**config.mk**
```make
export PLATFORM = sky130hd
export DESIGN_NAME = octagon_motion_ctrl
export DESIGN_NICKNAME = d
export VERILOG_FILES = /design/src/rtl/octagon_motion_ctrl_pkg.sv /design/src/rtl/octagon_motion_ctrl_sync_edge.sv /design/src/rtl/octagon_motion_ctrl.sv
export SDC_FILE = /design/constraint.sdc
export NUM_CORES = 1
export LEC_CHECK = 0
export ABC_AREA = 1
export BUFFER_PORTS_ARGS = -buffer_cell sky130_fd_sc_hd__buf_2
export CORE_MARGIN = 2
export CORE_UTILIZATION = 55
export DETAILED_ROUTE_END_ITERATION = 8
export PLACE_DENSITY = 0.79
export SYNTH_ARGS = -nofsm -noshare
export SYNTH_HDL_FRONTEND = slang
export SYNTH_SLANG_ARGS = --single-unit
export TNS_END_PERCENT = 20
```
**constraint.sdc**
```tcl
create_clock -name clk -period 2.8 [get_ports clk]
set_clock_uncertainty 0.15 [all_clocks]
set_input_delay 0 -clock clk [delete_from_list [all_inputs] [get_ports clk]]
set_output_delay 0 -clock clk [all_outputs]
set_load 0.01 [all_outputs]
```
**src/rtl/octagon_motion_ctrl_pkg.sv**
```systemverilog
// Shared definitions for the octagon motion controller: FSM encoding,
// coordinate width, default motion parameters and the output packer.
package octagon_pkg;

  // Controller modes: frozen, self-bouncing, push-button steered.
  typedef enum logic [1:0] {
    S_HOLD = 2'd0,
    S_AUTO = 2'd1,
    S_MAN  = 2'd2
  } state_t;

  // Internal coordinates are signed two's complement, wide enough for +/-255.
  localparam int POS_W = 9;

  localparam int         DEF_STEP      = 4;
  localparam int         DEF_X_LIM     = 255;
  localparam int         DEF_Y_LIM     = 150;
  localparam int         DEF_FRAME_DIV = 1;
  localparam logic [7:0] DEF_COLOR_INC = 8'h13;

  // Converts the signed coordinates into the renderer's sign-magnitude word.
  // A zero coordinate is always reported as +0.
  function automatic logic [31:0] pack_position(
    input logic signed [POS_W-1:0] x,
    input logic signed [POS_W-1:0] y,
    input logic [7:0]              colour
  );
    logic [7:0] mag_x;
    logic [7:0] mag_y;
    mag_x = x[POS_W-1] ? 8'(-x) : 8'(x);
    mag_y = y[POS_W-1] ? 8'(-y) : 8'(y);
    return {~x[POS_W-1], ~y[POS_W-1], 6'd0, mag_x, mag_y, colour};
  endfunction

endpackage

```
**src/rtl/octagon_motion_ctrl_sync_edge.sv**
```systemverilog
// Two-flop synchroniser for one asynchronous input, with single-cycle
// rise and fall pulses derived from the synchronised level.
module sync_edge (
  input  logic clk,
  input  logic rst_n,
  input  logic din,
  output logic level,
  output logic rise,
  output logic fall
);

  logic meta_reg;
  logic sync_reg;
  logic prev_reg;

  // Resample the raw input twice, then keep one more stage for edge detection.
  always_ff @(posedge clk or negedge rst_n) begin
    if (!rst_n) begin
      meta_reg <= 1'b0;
      sync_reg <= 1'b0;
      prev_reg <= 1'b0;
    end else begin
      meta_reg <= din;
      sync_reg <= meta_reg;
      prev_reg <= sync_reg;
    end
  end

  assign level = sync_reg;
  assign rise  = sync_reg & ~prev_reg;
  assign fall  = ~sync_reg & prev_reg;

endmodule

```
**src/rtl/octagon_motion_ctrl.sv**
```systemverilog
// Octagon motion controller: moves the renderer's octagon once per frame
// (on the falling edge of vertical sync), either bouncing between limits
// or steered by buttons, and presents a registered position/colour word
// that only changes shortly after the sync edge.
module octagon_motion_ctrl
  import octagon_pkg::*;
#(
  parameter int         STEP      = DEF_STEP,
  parameter int         X_LIM     = DEF_X_LIM,
  parameter int         Y_LIM     = DEF_Y_LIM,
  parameter int         FRAME_DIV = DEF_FRAME_DIV,
  parameter logic [7:0] COLOR_INC = DEF_COLOR_INC
) (
  input  logic        clk,
  input  logic        rst,
  input  logic        vga_vs,
  input  logic        sw_auto,
  input  logic        btn_c,
  input  logic        btn_u,
  input  logic        btn_d,
  input  logic        btn_l,
  input  logic        btn_r,
  output logic [31:0] position
);

  // Headroom so x+step never wraps before it is compared with the limit.
  localparam int CW   = POS_W + 2;
  localparam int N_IN = 7;

  // ---------------------------------------------------------------------
  // Reset: asserted immediately, released in step with the clock.
  // ---------------------------------------------------------------------
  logic rst_meta_reg;
  logic rst_sync_reg;
  logic rst_n_int;

  // Two-flop reset release so every flop leaves reset on the same edge.
  always_ff @(posedge clk or negedge rst) begin
    if (!rst) begin
      rst_meta_reg <= 1'b0;
      rst_sync_reg <= 1'b0;
    end else begin
      rst_meta_reg <= 1'b1;
      rst_sync_reg <= rst_meta_reg;
    end
  end

  assign rst_n_int = rst_sync_reg;

  // ---------------------------------------------------------------------
  // Input conditioning. Bit order: vs, c, u, d, l, r, sw_auto.
  // ---------------------------------------------------------------------
  logic [N_IN-1:0] raw_in;
  logic [N_IN-1:0] in_level;
  logic [N_IN-1:0] in_rise;
  logic [N_IN-1:0] in_fall;
  logic            unused_edges;

  assign raw_in = {sw_auto, btn_r, btn_l, btn_d, btn_u, btn_c, vga_vs};

  for (genvar gi = 0; gi < N_IN; gi++) begin : g_sync
    sync_edge u_sync (
      .clk   (clk),
      .rst_n (rst_n_int),
      .din   (raw_in[gi]),
      .level (in_level[gi]),
      .rise  (in_rise[gi]),
      .fall  (in_fall[gi])
    );
  end

  logic vs_fall;
  logic btn_c_rise;
  logic sw_auto_lvl;
  logic [1:0] plus_lvl;   // [0] right (+x), [1] down (+y)
  logic [1:0] minus_lvl;  // [0] left (-x),  [1] up (-y)

  assign vs_fall     = in_fall[0];
  assign btn_c_rise  = in_rise[1];
  assign sw_auto_lvl = in_level[6];
  assign plus_lvl    = {in_level[3], in_level[5]};
  assign minus_lvl   = {in_level[2], in_level[4]};

  // Edge/level outputs this block never looks at.
  assign unused_edges = ^{in_level[1:0], in_rise[6:2], in_rise[0], in_fall[6:1]};

  // ---------------------------------------------------------------------
  // Mode FSM
  // ---------------------------------------------------------------------
  state_t state_reg;
  state_t state_next;

  // Mode register.
  always_ff @(posedge clk or negedge rst_n_int) begin
    if (!rst_n_int) begin
      state_reg <= S_HOLD;
    end else begin
      state_reg <= state_next;
    end
  end

  // Pause/resume on the centre button; the switch picks auto or manual.
  always_comb begin
    state_next = state_reg;
    case (state_reg)
      S_HOLD: begin
        if (btn_c_rise) begin
          state_next = sw_auto_lvl ? S_AUTO : S_MAN;
        end
      end
      S_AUTO: begin
        if (btn_c_rise) begin
          state_next = S_HOLD;
        end else if (!sw_auto_lvl) begin
          state_next = S_MAN;
        end
      end
      S_MAN: begin
        if (btn_c_rise) begin
          state_next = S_HOLD;
        end else if (sw_auto_lvl) begin
          state_next = S_AUTO;
        end
      end
      default: state_next = S_HOLD;
    endcase
  end

  // ---------------------------------------------------------------------
  // Frame divider and step tick
  // ---------------------------------------------------------------------
  logic [7:0] div_reg;
  logic       div_wrap;
  logic       running;
  logic       step;

  assign running  = (state_reg != S_HOLD);
  assign div_wrap = (div_reg == 8'(FRAME_DIV - 1));
  assign step     = vs_fall && running && div_wrap;

  // Count frames while moving; the wrapping frame produces the step.
  always_ff @(posedge clk or negedge rst_n_int) begin
    if (!rst_n_int) begin
      div_reg <= 8'd0;
    end else if (vs_fall && running) begin
      div_reg <= div_wrap ? 8'd0 : div_reg + 8'd1;
    end
  end

  // ---------------------------------------------------------------------
  // Per-axis datapath: index 0 is x, index 1 is y.
  // ---------------------------------------------------------------------
  logic [1:0] bounce;

  for (genvar gi = 0; gi < 2; gi++) begin : g_axis
    localparam int LIM = (gi == 0) ? X_LIM : Y_LIM;
    localparam logic signed [CW-1:0] LIM_P  = CW'(LIM);
    localparam logic signed [CW-1:0] LIM_N  = -CW'(LIM);
    localparam logic signed [CW-1:0] STEP_V = CW'(STEP);

    logic signed [POS_W-1:0] pos_reg;
    logic signed [POS_W-1:0] pos_next;
    logic                    vneg_reg;
    logic signed [CW-1:0]    cur;
    logic signed [CW-1:0]    delta;
    logic signed [CW-1:0]    sum;
    logic                    over_hi;
    logic                    over_lo;

    // Candidate coordinate for this step, clamped to the axis limit.
    always_comb begin
      cur   = {{(CW - POS_W){pos_reg[POS_W-1]}}, pos_reg};
      delta = '0;
      if (state_reg == S_AUTO) begin
        delta = vneg_reg ? -STEP_V : STEP_V;
      end else if (plus_lvl[gi] && !minus_lvl[gi]) begin
        delta = STEP_V;
      end else if (minus_lvl[gi] && !plus_lvl[gi]) begin
        delta = -STEP_V;
      end
      sum     = cur + delta;
      over_hi = (sum > LIM_P);
      over_lo = (sum < LIM_N);
      if (over_hi) begin
        pos_next = LIM_P[POS_W-1:0];
      end else if (over_lo) begin
        pos_next = LIM_N[POS_W-1:0];
      end else begin
        pos_next = sum[POS_W-1:0];
      end
    end

    // Only auto mode reflects off a limit; manual moves just clamp.
    assign bounce[gi] = (state_reg == S_AUTO) && (over_hi || over_lo);

    // Coordinate and direction advance only on a step tick.
    always_ff @(posedge clk or negedge rst_n_int) begin
      if (!rst_n_int) begin
        pos_reg  <= '0;
        vneg_reg <= 1'b0;
      end else if (step) begin
        pos_reg <= pos_next;
        if (bounce[gi]) begin
          vneg_reg <= ~vneg_reg;
        end
      end
    end
  end

  // ---------------------------------------------------------------------
  // Colour and output word
  // ---------------------------------------------------------------------
  logic [7:0]  colour_reg;
  logic        step_d_reg;
  logic [31:0] position_reg;

  // One colour advance per bouncing step, even if both axes hit a limit.
  always_ff @(posedge clk or negedge rst_n_int) begin
    if (!rst_n_int) begin
      colour_reg <= 8'h00;
    end else if (step && (|bounce)) begin
      colour_reg <= colour_reg + COLOR_INC;
    end
  end

  // Publish the new coordinates the cycle after they settle; no other cycle
  // touches the output so a frame never sees a half-updated word.
  always_ff @(posedge clk or negedge rst_n_int) begin
    if (!rst_n_int) begin
      step_d_reg   <= 1'b0;
      position_reg <= 32'hC000_0000;
    end else begin
      step_d_reg <= step;
      if (step_d_reg) begin
        position_reg <= pack_position(g_axis[0].pos_reg, g_axis[1].pos_reg, colour_reg);
      end
    end
  end

  assign position = position_reg;

endmodule

```
Yosys cells after proc, flatten, opt, wreduce, memory -nomap -nowiden:

Cells that the tools add are included.

* flip-flop bits (word level): 83

* equality and inequality tests: 5
* $add $sub $neg: 6
* reductions and logical operators: 22
* bitwise gates (word level): 8
* muxes and demuxes: 22
* order comparisons: 4

Operators by type and width (number)
* 11-bit two-way mux: 8
* 9-bit two-way mux: 4
* 8-bit two-way mux: 3
* 9-bit by 11-bit adder with 11-bit output: 2
* 11-bit by 9-bit > comparator with 1-bit output, second input constant: 2
* 11-bit by 9-bit less-than comparator with 1-bit output, second input constant: 2
* 8-bit negator: 2
* 2-bit two-way mux: 6
* 1-bit logical AND: 9
* 8-bit by 1-bit adder with 8-bit output, second input constant: 1
* 8-bit by 5-bit adder with 8-bit output, second input constant: 1
* 8-bit logical NOT: 1
* 1-bit inverter: 6
* 2-bit case mux with 3 select lines: 1
* 1-bit logical NOT: 4
* 2-bit AND reduction: 2
* 3-bit by 2-bit != test with 1-bit output, second input constant: 1
* 3-bit != test, second input constant: 1
* 3-bit AND reduction: 1
* 1-bit bitwise AND: 2
* 2-bit by 1-bit == test with 1-bit output, second input constant: 1
* 2-bit == test, second input constant: 1
* 2-bit logical NOT: 1
* 1-bit logical OR: 2
* 3 further kinds: 3

Longest topological paths before layout:

Gate-level depths: netlist (run 1).

* depth in word-level cells: 11
* depth in mapped cells: 22
* gate-level depth less buffers: 22

Hierarchy:

From an unflattened synthesis (run 1), not the netlist that was laid out.

* cells, all modules: 571
* area total of the unflattened synthesis: 4728.3 um2

By module, submodules not included
* octagon_motion_ctrl: area an instance 4097.7 um2, seq. area each 1629.1 um2, times used 1, cells each 522
* sync_edge: area an instance 90.1 um2, seq. area each 75.1 um2, times used 7, cells each 7

Least setup slack after synthesis (run 1):

No wires, ideal clock.

* path kind: register to register
* from: register state_reg[1]
* to: register colour_reg[3]
* required time: 2531 ps
* arrival time: 2776 ps
* setup slack: -246 ps
* library setup time: 119 ps
* cell stages (with the launch flop): 20
* path through: dfrtp_1 inv_1 nand2_1 o21ai_0 inv_1 fa_1 inv_1 nor2_1 nand2_1 a21oi_1 nand2_1 nor2_2 nand2_1 nand2_2 nand2_4 nand2_4 nand2_4 nand2_4 buf_12 o21ai_2

* word-level cells in the longest chain between the ends: 8

Ends and longest elaborated chain
* from (decl): line octagon_motion_ctrl.sv:90 `state_t state_reg;`
* from (signal assigned): line octagon_motion_ctrl.sv:98 `state_reg <= state_next;`
* 2-bit by 1-bit == test with 1-bit output: line octagon_motion_ctrl.sv:174, octagon_motion_ctrl.sv:194
* 11-bit two-way mux: line octagon_motion_ctrl.sv:174 `if (state_reg == S_AUTO) begin`
* 9-bit by 11-bit adder with 11-bit output: line octagon_motion_ctrl.sv:181 `sum = cur + delta;`
* 11-bit by 9-bit > comparator with 1-bit output or 11-bit by 9-bit less-than comparator with 1-bit output (tied branches): line octagon_motion_ctrl.sv:182, octagon_motion_ctrl.sv:183
* 1-bit logical OR: line octagon_motion_ctrl.sv:194 `assign bounce[gi] = (state_reg == S_AUTO) && (over_hi || over_lo);`
* 1-bit logical AND: line octagon_motion_ctrl.sv:194
* 2-bit OR reduction: line octagon_motion_ctrl.sv:221 `end else if (step && (|bounce)) begin`
* 1-bit logical AND (*): line octagon_motion_ctrl.sv:221
* to (signal assigned): line octagon_motion_ctrl.sv:222 `colour_reg <= colour_reg + COLOR_INC;`
* to (decl): line octagon_motion_ctrl.sv:213 `logic [7:0] colour_reg;`

Every way passes the cells marked *; elsewhere a longest branch is shown, timed or not.
A chain may end at the register's enable or synchronous reset.

Final worst setup path (run 1):

* from: register g_sync[5].u_sync.sync_reg
* to: register g_axis[0].vneg_reg

* word-level cells in the longest chain between the ends: 10

Ends and longest elaborated chain
* from (decl): line octagon_motion_ctrl_sync_edge.sv:13 `logic sync_reg;`
* from (signal assigned): line octagon_motion_ctrl_sync_edge.sv:24 `sync_reg <= meta_reg;`
* 1-bit logical NOT: line octagon_motion_ctrl.sv:178 `end else if (minus_lvl[gi] && !plus_lvl[gi]) begin`
* 1-bit logical AND: line octagon_motion_ctrl.sv:178
* 11-bit two-way mux: line octagon_motion_ctrl.sv:178
* 11-bit two-way mux (*): line octagon_motion_ctrl.sv:176 `end else if (plus_lvl[gi] && !minus_lvl[gi]) begin`
* 11-bit two-way mux (*): line octagon_motion_ctrl.sv:174
* 9-bit by 11-bit adder with 11-bit output (*): line octagon_motion_ctrl.sv:181
* 11-bit by 9-bit > comparator with 1-bit output or 11-bit by 9-bit less-than comparator with 1-bit output (tied branches): line octagon_motion_ctrl.sv:182, octagon_motion_ctrl.sv:183
* 1-bit logical OR (*): line octagon_motion_ctrl.sv:194
* 1-bit logical AND (*): line octagon_motion_ctrl.sv:194
* 2-bit AND reduction (no source line) (*)
* to (signal assigned): line octagon_motion_ctrl.sv:204 `vneg_reg <= ~vneg_reg;`
* to (decl): line octagon_motion_ctrl.sv:163 `logic vneg_reg;`

Marked as above.

==> results of run 1 <==
## path summary, 6_finish.rpt
path | slack (ps) | endpoint
hold / removal | 120 | g_sync[0].u_sync.meta_reg$_DFF_PN0_
hold reg to reg | 210 | g_sync[6].u_sync.level$_DFF_PN0_
setup / recovery | -210 | g_axis[0].vneg_reg$_DFFE_PN0P_
setup reg to reg | -210 | g_axis[0].vneg_reg$_DFFE_PN0P_
min in group asynchronous | 340 | rst_meta_reg$_DFF_PN0_
max in group asynchronous | 1520 | g_axis[1].pos_reg[6]$_DFFE_PN0P_
## through the flow
stage | cells | TNS [ps] | area [µm²]
floorplan | 550 | 0 | 4570
global placement | 687 | -28.2 | 4880
detailed placement | 687 | -466 | 4880
CTS | 717 | -525 | 5260
global route | 722 | -3100 | 5460
finish | 722 | -1850 | 5460
## cell type report
cell class | count | area share [%]
multi-input combinational | 373 | 42.5
inverter | 81 | 5.57
clock buffer | 10 | 2.34
timing repair buffer | 66 | 8.19
clock inverter | 6 | 1.70
tap | 105 | 2.41
sequential | 81 | 37.3
## critical path: stages (launching register included)
cell	delay, ps
dfrtp_1	380
inv_2	50
ha_4	270
nand2_4	50
ha_4	170
inv_2	60
fa_1	450
inv_2	110
buf_4	120
nand2_1	50
nor2_1	140
nand3_1	100
nor2_1	120
nand2_1	60
nand2_1	70
nand2_2	80
nand2_4	90
nand2_8	70
buf_6	140
xor2_2	140
## placed cells by master (no fill, tap or decap), types with 18 or more instances in the layout
| cell | n |
|---|---|
| nand2_1 | 127 |
| dfrtp_1 | 78 |
| inv_1 | 71 |
| o21ai_0 | 40 |
| buf_2 | 33 |
| nor2_1 | 27 |
| nand3_1 | 25 |
| buf_4 | 21 |
| xor2_1 | 20 |
| ha_1 | 19 |
| a21oi_1 | 18 |
## layer usage
layer	vias to the layer above	global-route usage (%)	share of wire, %
met5	-	0	0
met4	0	8.94	2.6
met3	25	4.47	4.5
met2	129	40.2	50
met1	1807	28.7	43
li1	1845	-	-
## timing repair
item,CTS,global route
hold buffers,9,0
pin swaps,1,17
buffers inserted,4,5
setup endpoints to repair,17,23
hold endpoints to repair,9,0
resized for setup,8,36
cloned,1,0
## where the power goes
group          total, µW  switching, µW  internal [µW]
registers           1850            323           1530
clock network        959            452            507
logic               2990           1800           1190
total               5800           2580           3230
## logic make-up (layout without fill, tap and decap cells)
family | Yosys count | after routing | share of synthesized area [%]
simple gates | 234 | 235 | 24.0
other cells | 2 | 8 | 0.165
compound gates | 80 | 80 | 9.93
flops | 81 | 81 | 44.7
xor+xnor | 23 | 23 | 4.44
fa+ha+maj | 27 | 27 | 7.78
buf+inv | 97 | 163 | 8.96
==> impl_metrics.env, run 1 <==
export IMPL_status="finished with violations"
export IMPL_failed_checks="setup timing"
export IMPL_crit_arrival_ps=3100
export IMPL_yosysUniqueCellTypes=37
export IMPL_first_pass_iters=5
export IMPL_root_buffer="clkbuf_8"
export IMPL_reg2reg_from="g_sync[5].u_sync.level$_DFF_PN0_"
export IMPL_coreArea_um2=8090
export IMPL_rsz0062_at_grt="true"
export IMPL_fin_crit_sh_pct=107
export IMPL_yosys_area_top_type_share_pct=43.6
export IMPL_rows=33
export IMPL_final_core_util_pct=67.4
export IMPL_worstSetupPathType="flip-flop to flip-flop"
export IMPL_start_util_pct=56.1
export IMPL_netlist_top_cells_area="dfrtp_1 (44%), nand2_1 (11%), ha_1 (6.9%)"
export IMPL_io_buffers=33
export IMPL_p_total_uw=5800
export IMPL_whs_ps=121
export IMPL_final_setup_viol_count=16
export IMPL_r2r_cells=19
export IMPL_drt_iter0_markers=227
export IMPL_cts_tree="built"
export IMPL_peakVddDrop_v=0.000545
export IMPL_nNetsFinal=648
export IMPL_min_from="vga_vs"
export IMPL_clk_latency_ps=370
export IMPL_wl_per_cell_um=14.5
export IMPL_holdPathStages=2
export IMPL_max_slew_margin_rel_pct=34.2
export IMPL_wirelength_um=10400
export IMPL_ys_seq_elements=81
export IMPL_die_h_um=94.8
export IMPL_antenna_found_initial=0
export IMPL_netlist_area_um2=4540
export IMPL_period_needed_ps=3010
export IMPL_start_kind="flip-flop"
export IMPL_fillCellCount=581
export IMPL_multi_input_area_um2=2320
export IMPL_ios=41
export IMPL_crit_start="g_sync[5].u_sync.level$_DFF_PN0_"
export IMPL_syn_inst=544
export IMPL_fp_dieW_um=94.8
export IMPL_ant_nets=0
export IMPL_grt_max_degree=80
export IMPL_yosys_warnings=0
export IMPL_worstMarginPinSlew_ps=986
export IMPL_clockBufferDepth=2
export IMPL_clk_pin_slew_ps=90
export IMPL_vias_per_cell=5.27
export IMPL_worst_ep_required_time_ps=2890
export IMPL_die_area_um2=8990
export IMPL_gr_usage_all_layers_pct=23.2
export IMPL_slew_violations=0
export IMPL_vias=3806
export IMPL_seqCellArea_um2=2030
export IMPL_power_leakage_uw=0.00278
export IMPL_synthArstFlopShare_pct=100
export IMPL_h_tree_depth=3
export IMPL_worstSetupEndpointType="flip-flop"
export IMPL_setup_ws_ps=-207
export IMPL_syn_area_per_cell_um2=8.34
export IMPL_area_growth_syn_to_layout_pct=20.2
export IMPL_grt_pass1_wl_um=16300
export IMPL_antennaDiodeCount=0
export IMPL_drive_gt1_share_pct=24.5
export IMPL_grt_pass1_vias=3665
export IMPL_cts_num_sinks=81
export IMPL_place_congestion=0.914
export IMPL_synth_common_cells="nand2_1 (135), dfrtp_1 (79), inv_1 (77), o21ai_0 (43)"
export IMPL_max_cap_viol_count=0
export IMPL_yosysTopAreaCell="dfrtp_1"
export IMPL_worstHoldPathType="input port to flip-flop"
export IMPL_route_detailed_drc=0
export IMPL_grt_overflow_total=0
export IMPL_hold_viol_final=0
export IMPL_place_ws_ps=-97.0
export IMPL_timing_fmax_ghz=0.333
export IMPL_yosysMostFrequentCell="nand2_1"
export IMPL_ys_flop_type="dfrtp_1"
export IMPL_cts_buffers=9
export IMPL_p_per_area_nw_per_um2=1060
export IMPL_synth_edf_count=0
export IMPL_ys_seq_area_share_pct=44.7
export IMPL_hpwl_um=6610
export IMPL_largest_register_ffs=25
export IMPL_path_max_fanout=3
(Power assumes the default switching activity.)
==> inputs of run 2 (changes only) <==
- ABC_AREA: 1 -> not set
- CTS_BUF_LIST: not set -> sky130_fd_sc_hd__clkbuf_2 sky130_fd_sc_hd__clkbuf_4 sky130_fd_sc_hd__clkbuf_8
==> run 2 against run 1 <==
  * The flow still finishes with violations (setup timing)
  * Via count decreased by 16%
  * Worst setup slack got worse by 190 ps
  * Synthesized cell count decreased by 26%
  * Synthesized area decreased by 5.6%
  * Sequential cell count unchanged
  * First-iteration DRC count decreased by 46%
  * Register-to-register slack got worse by 190 ps
  * Final cell count decreased by 17%
  * Combinational power increased by 30%
  * Power increased by 16%
  * Wire length decreased by 13%
==> impl_metrics.env, run 2 <==
export IMPL_worstMarginPinSlew_ps=966
export IMPL_cts_buffers=9
export IMPL_grt_overflow_total=0
export IMPL_syn_inst=401
export IMPL_ios=41
export IMPL_netlist_top_cells_area="dfrtp_1 (46%), ha_1 (7.3%), xor2_1 (4.1%)"
export IMPL_worstSetupEndpointType="flip-flop"
export IMPL_path_depth=12
export IMPL_antenna_found_initial=0
export IMPL_stdcell_count=600
export IMPL_yosys_area_top_type_share_pct=46.1
export IMPL_largest_register_ffs=25
export IMPL_min_from="btn_r"
export IMPL_fin_crit_sh_pct=114
export IMPL_die_area_um2=8510
export IMPL_failed_checks="setup timing"
export IMPL_timing_fmax_ghz=0.313
export IMPL_synth_edf_count=0
export IMPL_reg2reg_from="g_sync[4].u_sync.level$_DFF_PN0_"
export IMPL_final_setup_viol_count=25
export IMPL_syn_area_per_cell_um2=10.7
export IMPL_crit_buf_inv=1
export IMPL_vias=3207
export IMPL_hold_viol_final=0
export IMPL_root_buffer="clkbuf_8"
export IMPL_hpwl_um=6140
export IMPL_h_tree_depth=3
export IMPL_yosysUniqueCellTypes=58
export IMPL_yosys_warnings=0
export IMPL_ys_seq_area_share_pct=47.4
export IMPL_worstHoldPathType="input port to flip-flop"
export IMPL_place_congestion=0.848
export IMPL_cts_tree="built"
export IMPL_r2r_cells=12
export IMPL_route_detailed_drc=0
export IMPL_path_cells="ha_1 -> nand2_1 -> ha_2 -> inv_2 -> fa_2 -> nand3b_1 -> a21boi_2 -> o21ai_2 -> o311ai_4 -> nand2_4 -> a211oi_4 -> xor2_1"
export IMPL_layout_common_cells="dfrtp_1 (78), buf_4 (48), buf_2 (33)"
export IMPL_drive_gt1_share_pct=36.7
export IMPL_start_kind="flip-flop"
export IMPL_slew_violations=0
export IMPL_vias_per_cell=5.35
export IMPL_first_pass_iters=4
export IMPL_tns_ps=-7020
export IMPL_power_leakage_uw=0.00256
export IMPL_grt_pass1_vias=3268
export IMPL_cts_num_sinks=81
export IMPL_crit_arrival_ps=3300
export IMPL_period_needed_ps=3190
export IMPL_crit_start="g_sync[4].u_sync.level$_DFF_PN0_"
export IMPL_clk_latency_ps=350
export IMPL_wl_per_cell_um=15.2
export IMPL_ff2ff_setup_slack_ps=-390
export IMPL_min_to="g_sync[5].u_sync.meta_reg$_DFF_PN0_"
export IMPL_critical_path_top_delay_family="compound AO/OA/AOI/OAI gates"
export IMPL_drt_iter0_markers=123
export IMPL_path_max_fanout=8
export IMPL_grt_pass1_wl_um=14900
export IMPL_clk_pin_slew_ps=80
export IMPL_mostFrequentLayoutCell="dfrtp_1"
export IMPL_max_cap_viol_count=0
export IMPL_die_h_um=92.3
export IMPL_yosysMostFrequentCell="dfrtp_1"
export IMPL_cpPeakStageDelay_ps=400
export IMPL_netlist_area_um2=4290
export IMPL_setup_ws_ps=-393
export IMPL_nNetsFinal=529
export IMPL_worst_ep_required_time_ps=2910
export IMPL_antennaDiodeCount=0
export IMPL_start_util_pct=56.0
export IMPL_placed_cells=563
export IMPL_clockBufferDepth=2
export IMPL_reg2reg_to="colour_reg[7]$_DFFE_PN0P_"
export IMPL_p_per_area_nw_per_um2=1210
export IMPL_yosysTopAreaCell="dfrtp_1"
export IMPL_gr_usage_all_layers_pct=22.3
export IMPL_synth_common_cells="dfrtp_1 (79), nor2_1 (32), nand2_1 (29), ha_1 (25), a21oi_1 (23)"
export IMPL_max_slew_margin_rel_pct=35.6
export IMPL_worstSetupPathType="flip-flop to flip-flop"
export IMPL_rsz0062_at_grt="true"
export IMPL_holdPathStages=2
export IMPL_coreArea_um2=7650
export IMPL_fp_dieW_um=92.3
export IMPL_ant_nets=0
export IMPL_worst_path_max_delay_cell="o311ai_4"
export IMPL_synthArstFlopShare_pct=100
export IMPL_status="finished with violations"
export IMPL_fillCellCount=537
export IMPL_io_buffers=33
export IMPL_ys_flop_type="dfrtp_1"
export IMPL_grt_max_degree=80
export IMPL_peakVddDrop_v=0.000655
export IMPL_area_growth_syn_to_layout_pct=29.3
export IMPL_rows=32
export IMPL_ys_seq_elements=81
export IMPL_wirelength_um=9100
[run 2: cells by family after synthesis]
group                    Yosys count  share of synthesized area (%)
multiplexers                      20                           5.08
AND/OR/NAND/NOR                  115                           13.4
XOR/XNOR                          32                           6.72
other                              2                          0.175
AO/OA/AOI/OAI                     85                           14.9
flip-flops                        81                           47.4
adder cells (fa/ha/maj)           27                           8.23
buffers and inverters             39                           4.15
[run 2: power breakdown]
group / leakage, µW / internal [µW] / switching (µW)
clock network: 0.000114 / 548 / 410
registers: 0.000976 / 1520 / 341
logic: 0.00147 / 1930 / 1970
total: 0.00256 / 4000 / 2720
[run 2: worst max-delay path by stage]
| stage | slack [ps] | to |
|---|---|---|
| floorplan | -60 | colour_reg[5]$_DFFE_PN0P_ |
| global placement | -240 | colour_reg[5]$_DFFE_PN0P_ |
| detailed placement | -310 | colour_reg[7]$_DFFE_PN0P_ |
| CTS | -300 | colour_reg[7]$_DFFE_PN0P_ |
| global route | -500 | colour_reg[7]$_DFFE_PN0P_ |
| finish | -390 | colour_reg[7]$_DFFE_PN0P_ |
[run 2: metal layers]
metal	track usage [%]	routed length, µm
met1	29.6	4180
met2	36.9	4490
met3	3.78	298
met4	8.08	128
met5	0	0
[run 2: metrics by stage]
stage	util, %	power [µW]	hold slack (ps)	setup WS (ps)	area [µm²]
final	72.5	6720	143	-393	5540
after detailed placement	65.0	5110	-359	-312	4970
after global placement	65.0	5010	-365	-240	4970
after floorplan	-	4030	-446	-64.6	4470
after global routing	72.5	7190	147	-504	5540
after CTS	70.4	6280	131	-296	5390
[run 2: worst register-to-register path, cell delays in order (launching register included)]
cell and delay [ps]:
dfrtp_1 390, ha_1 270, nand2_1 80, ha_2 200
inv_2 50, fa_2 390, nand3b_1 250, a21boi_2 230
o21ai_2 100, o311ai_4 400, nand2_4 180, a211oi_4 260
xor2_1 180
[run 2: area by class of cell]
type | count | area (µm²) | share of cell area [%]
multi-input combinational | 287 | 2410 | 43.5
timing repair buffer | 92 | 661 | 11.9
inverter | 22 | 82.6 | 1.49
clock inverter | 4 | 76.3 | 1.38
clock buffer | 12 | 153 | 2.75
tap | 102 | 128 | 2.30
sequential | 81 | 2030 | 36.7
[run 2: what timing repair did]
item	in CTS	in global routing
pin swaps	14	15
gates resized for setup	12	21
setup endpoints to repair	25	25
setup buffers	6	5
cloned	0	1
hold endpoints to repair	9	0
hold buffers	9	0
==> inputs of run 3 (changes only) <==
- RECOVER_POWER: not set -> 50
- SYNTH_HIERARCHICAL: not set -> 1
==> run 3 against run 2 <==
  * Synthesized cell count up 3.0%
  * Highest routed layer unchanged
  * Critical path type unchanged
  * Register-to-register slack worse by 90 ps
  * Sequential power is essentially flat
  * Critical endpoint is now colour_reg[6]$_DFFE_PN0P_
  * Cell area grew 1.6%
  * Wire length is 14% higher
  * The run still ends with setup timing left
  * Hold slack got worse by 23 ps
  * Largest power group unchanged
==> impl_metrics.env, run 3 <==
export IMPL_r2r_cells=10
export IMPL_fin_crit_sh_pct=117
export IMPL_rows=32
export IMPL_max_slew_margin_rel_pct=33.7
export IMPL_h_tree_depth=3
export IMPL_power_leakage_uw=0.00254
export IMPL_die_area_um2=8690
export IMPL_die_h_um=93.2
export IMPL_reg2reg_to="colour_reg[6]$_DFFE_PN0P_"
export IMPL_timing_fmax_ghz=0.305
export IMPL_cts_tree="built"
export IMPL_wl_met1_um=4340
export IMPL_grt_pass1_wl_um=15700
export IMPL_clk_latency_ps=360
export IMPL_antenna_found_initial=0
export IMPL_path_max_fanout=8
export IMPL_wl_met3_um=471
export IMPL_place_ws_ps=-454
export IMPL_grt_pass1_vias=3291
export IMPL_area_growth_syn_to_layout_pct=28.7
export IMPL_worstHoldPathType="input port to flip-flop"
export IMPL_period_needed_ps=3280
export IMPL_crit_start="state_reg[1]$_DFFE_PN0P_"
export IMPL_largest_register_ffs=25
export IMPL_whs_ps=120
export IMPL_vias_per_cell=5.62
export IMPL_setup_ws_ps=-478
export IMPL_worstMarginPinSlew_ps=994
export IMPL_hpwl_um=6410
export IMPL_ant_nets=0
export IMPL_reg2reg_from="state_reg[1]$_DFFE_PN0P_"
export IMPL_root_buffer="clkbuf_8"
export IMPL_final_setup_viol_count=25
export IMPL_mostFrequentLayoutCell="dfrtp_1"
export IMPL_drt_iter0_markers=171
export IMPL_fillCellCount=505
export IMPL_cts_buffers=9
export IMPL_multi_input_area_um2=2530
export IMPL_crit_arrival_ps=3390
export IMPL_wl_met2_um=5310
export IMPL_ff2ff_setup_slack_ps=-480
export IMPL_grt_overflow_total=0
export IMPL_clockBufferDepth=2
export IMPL_syn_inst=413
export IMPL_vias=3460
export IMPL_hold_viol_final=0
export IMPL_cts_num_sinks=81
export IMPL_worstSetupPathType="flip-flop to flip-flop"
export IMPL_failed_checks="setup timing"
export IMPL_place_congestion=0.915
export IMPL_start_kind="flip-flop"
export IMPL_route_detailed_drc=0
export IMPL_status="finished with violations"
export IMPL_max_cap_viol_count=0
export IMPL_seqCellArea_um2=2030
export IMPL_routed_top_layer="met4"
export IMPL_ios=41
export IMPL_grt_max_degree=80
export IMPL_slew_violations=0
export IMPL_io_buffers=33
export IMPL_yosys_warnings=6
export IMPL_drive_gt1_share_pct=30.9
export IMPL_wl_per_cell_um=16.9
export IMPL_rsz0062_at_grt="true"
export IMPL_netlist_area_um2=4380
export IMPL_worst_ep_required_time_ps=2910
export IMPL_nNetsFinal=545
export IMPL_antennaDiodeCount=0
export IMPL_peakVddDrop_v=0.000756
export IMPL_fp_dieW_um=93.2
export IMPL_layout_common_cells="dfrtp_1 (78), buf_4 (53), nand2_1 (31)"
export IMPL_start_util_pct=56.7
export IMPL_coreArea_um2=7730
export IMPL_clk_pin_slew_ps=90
export IMPL_gr_usage_all_layers_pct=23.3
export IMPL_endpoint="colour_reg[6]$_DFFE_PN0P_"
export IMPL_worstSetupEndpointType="flip-flop"
export IMPL_p_per_area_nw_per_um2=1240
export IMPL_wirelength_um=10400
export IMPL_first_pass_iters=5
export IMPL_syn_area_per_cell_um2=10.6
[run 3: cell types whose count changed in the layout (fill, tap and decap cells not counted), moves of 5 or more]
cell,before,now
buf_2,33,8
clkbuf_1,0,25
a211oi_2,9,1
a22o_1,0,5
buf_4,48,53
inv_1,17,22
[run 3: what timing repair did]
| action | CTS | global route |
|---|---|---|
| cloned | 1 | 0 |
| setup buffers | 7 | 5 |
| endpoints found under the setup margin | 25 | 26 |
| hold buffers | 9 | 0 |
| hold endpoints to repair | 9 | 0 |
| resized for setup | 19 | 40 |
| pin swaps | 20 | 21 |
[run 3: final cells by class]
| cell class | count | area share [%] |
|---|---|---|
| clock buffers | 10 | 2.44 |
| clock inverters | 6 | 1.31 |
| inverters | 26 | 1.73 |
| multi-input cells | 295 | 44.9 |
| flip-flops and latches | 81 | 36.1 |
| well taps | 102 | 2.27 |
| repair buffers | 96 | 11.2 |
[run 3: per-stage QoR]
step | total power [µW] | utilization (%) | setup TNS, ps | area [µm²] | std cells
floorplan | 4050 | - | -5240 | 4490 | 419
finish | 6980 | 72.9 | -8850 | 5630 | 616
detailed placement | 5150 | 64.7 | -8000 | 5000 | 578
global placement | 5060 | 64.7 | -6300 | 5000 | 578
global route | 7390 | 72.9 | -11560 | 5630 | 616
CTS | 6420 | 70.5 | -6820 | 5450 | 611
[run 3: layer usage]
layer | vias to the layer above | GRT usage, %
met3 | 24 | 5.08
met4 | 0 | 7.11
met5 | - | 0
met2 | 125 | 39.3
met1 | 1695 | 30.1
li1 | 1616 | -
[run 3: worst max-delay path, cell delays in order, from the launching register on]
cell       delay [ps]
dfrtp_1           400
nand2b_4          180
mux2_4            410
ha_4              300
a21oi_4           180
a21oi_4            90
or3_4             350
a2111oi_4         390
o21ai_4           180
a211oi_1          340
xnor2_1           210
[run 3: worst min path at each step]
stage	slack, ps	endpoint	depth (start not counted)	start
CTS	110	g_sync[2].u_sync/meta_reg$_DFF_PN0_	2	btn_u
finish	120	g_sync[4].u_sync/meta_reg$_DFF_PN0_	2	btn_l
global placement	-360	rst_meta_reg$_DFF_PN0_	1	rst
global route	120	g_sync[4].u_sync/meta_reg$_DFF_PN0_	2	btn_l
detailed placement	-360	rst_meta_reg$_DFF_PN0_	1	rst
floorplan	-450	rst_meta_reg$_DFF_PN0_	0	rst
[run 3: report_power, final]
part / switching [µW] / total, µW / internal [µW]
sequential: 328 / 1840 / 1510
clock: 455 / 904 / 448
combinational: 2290 / 4240 / 1960
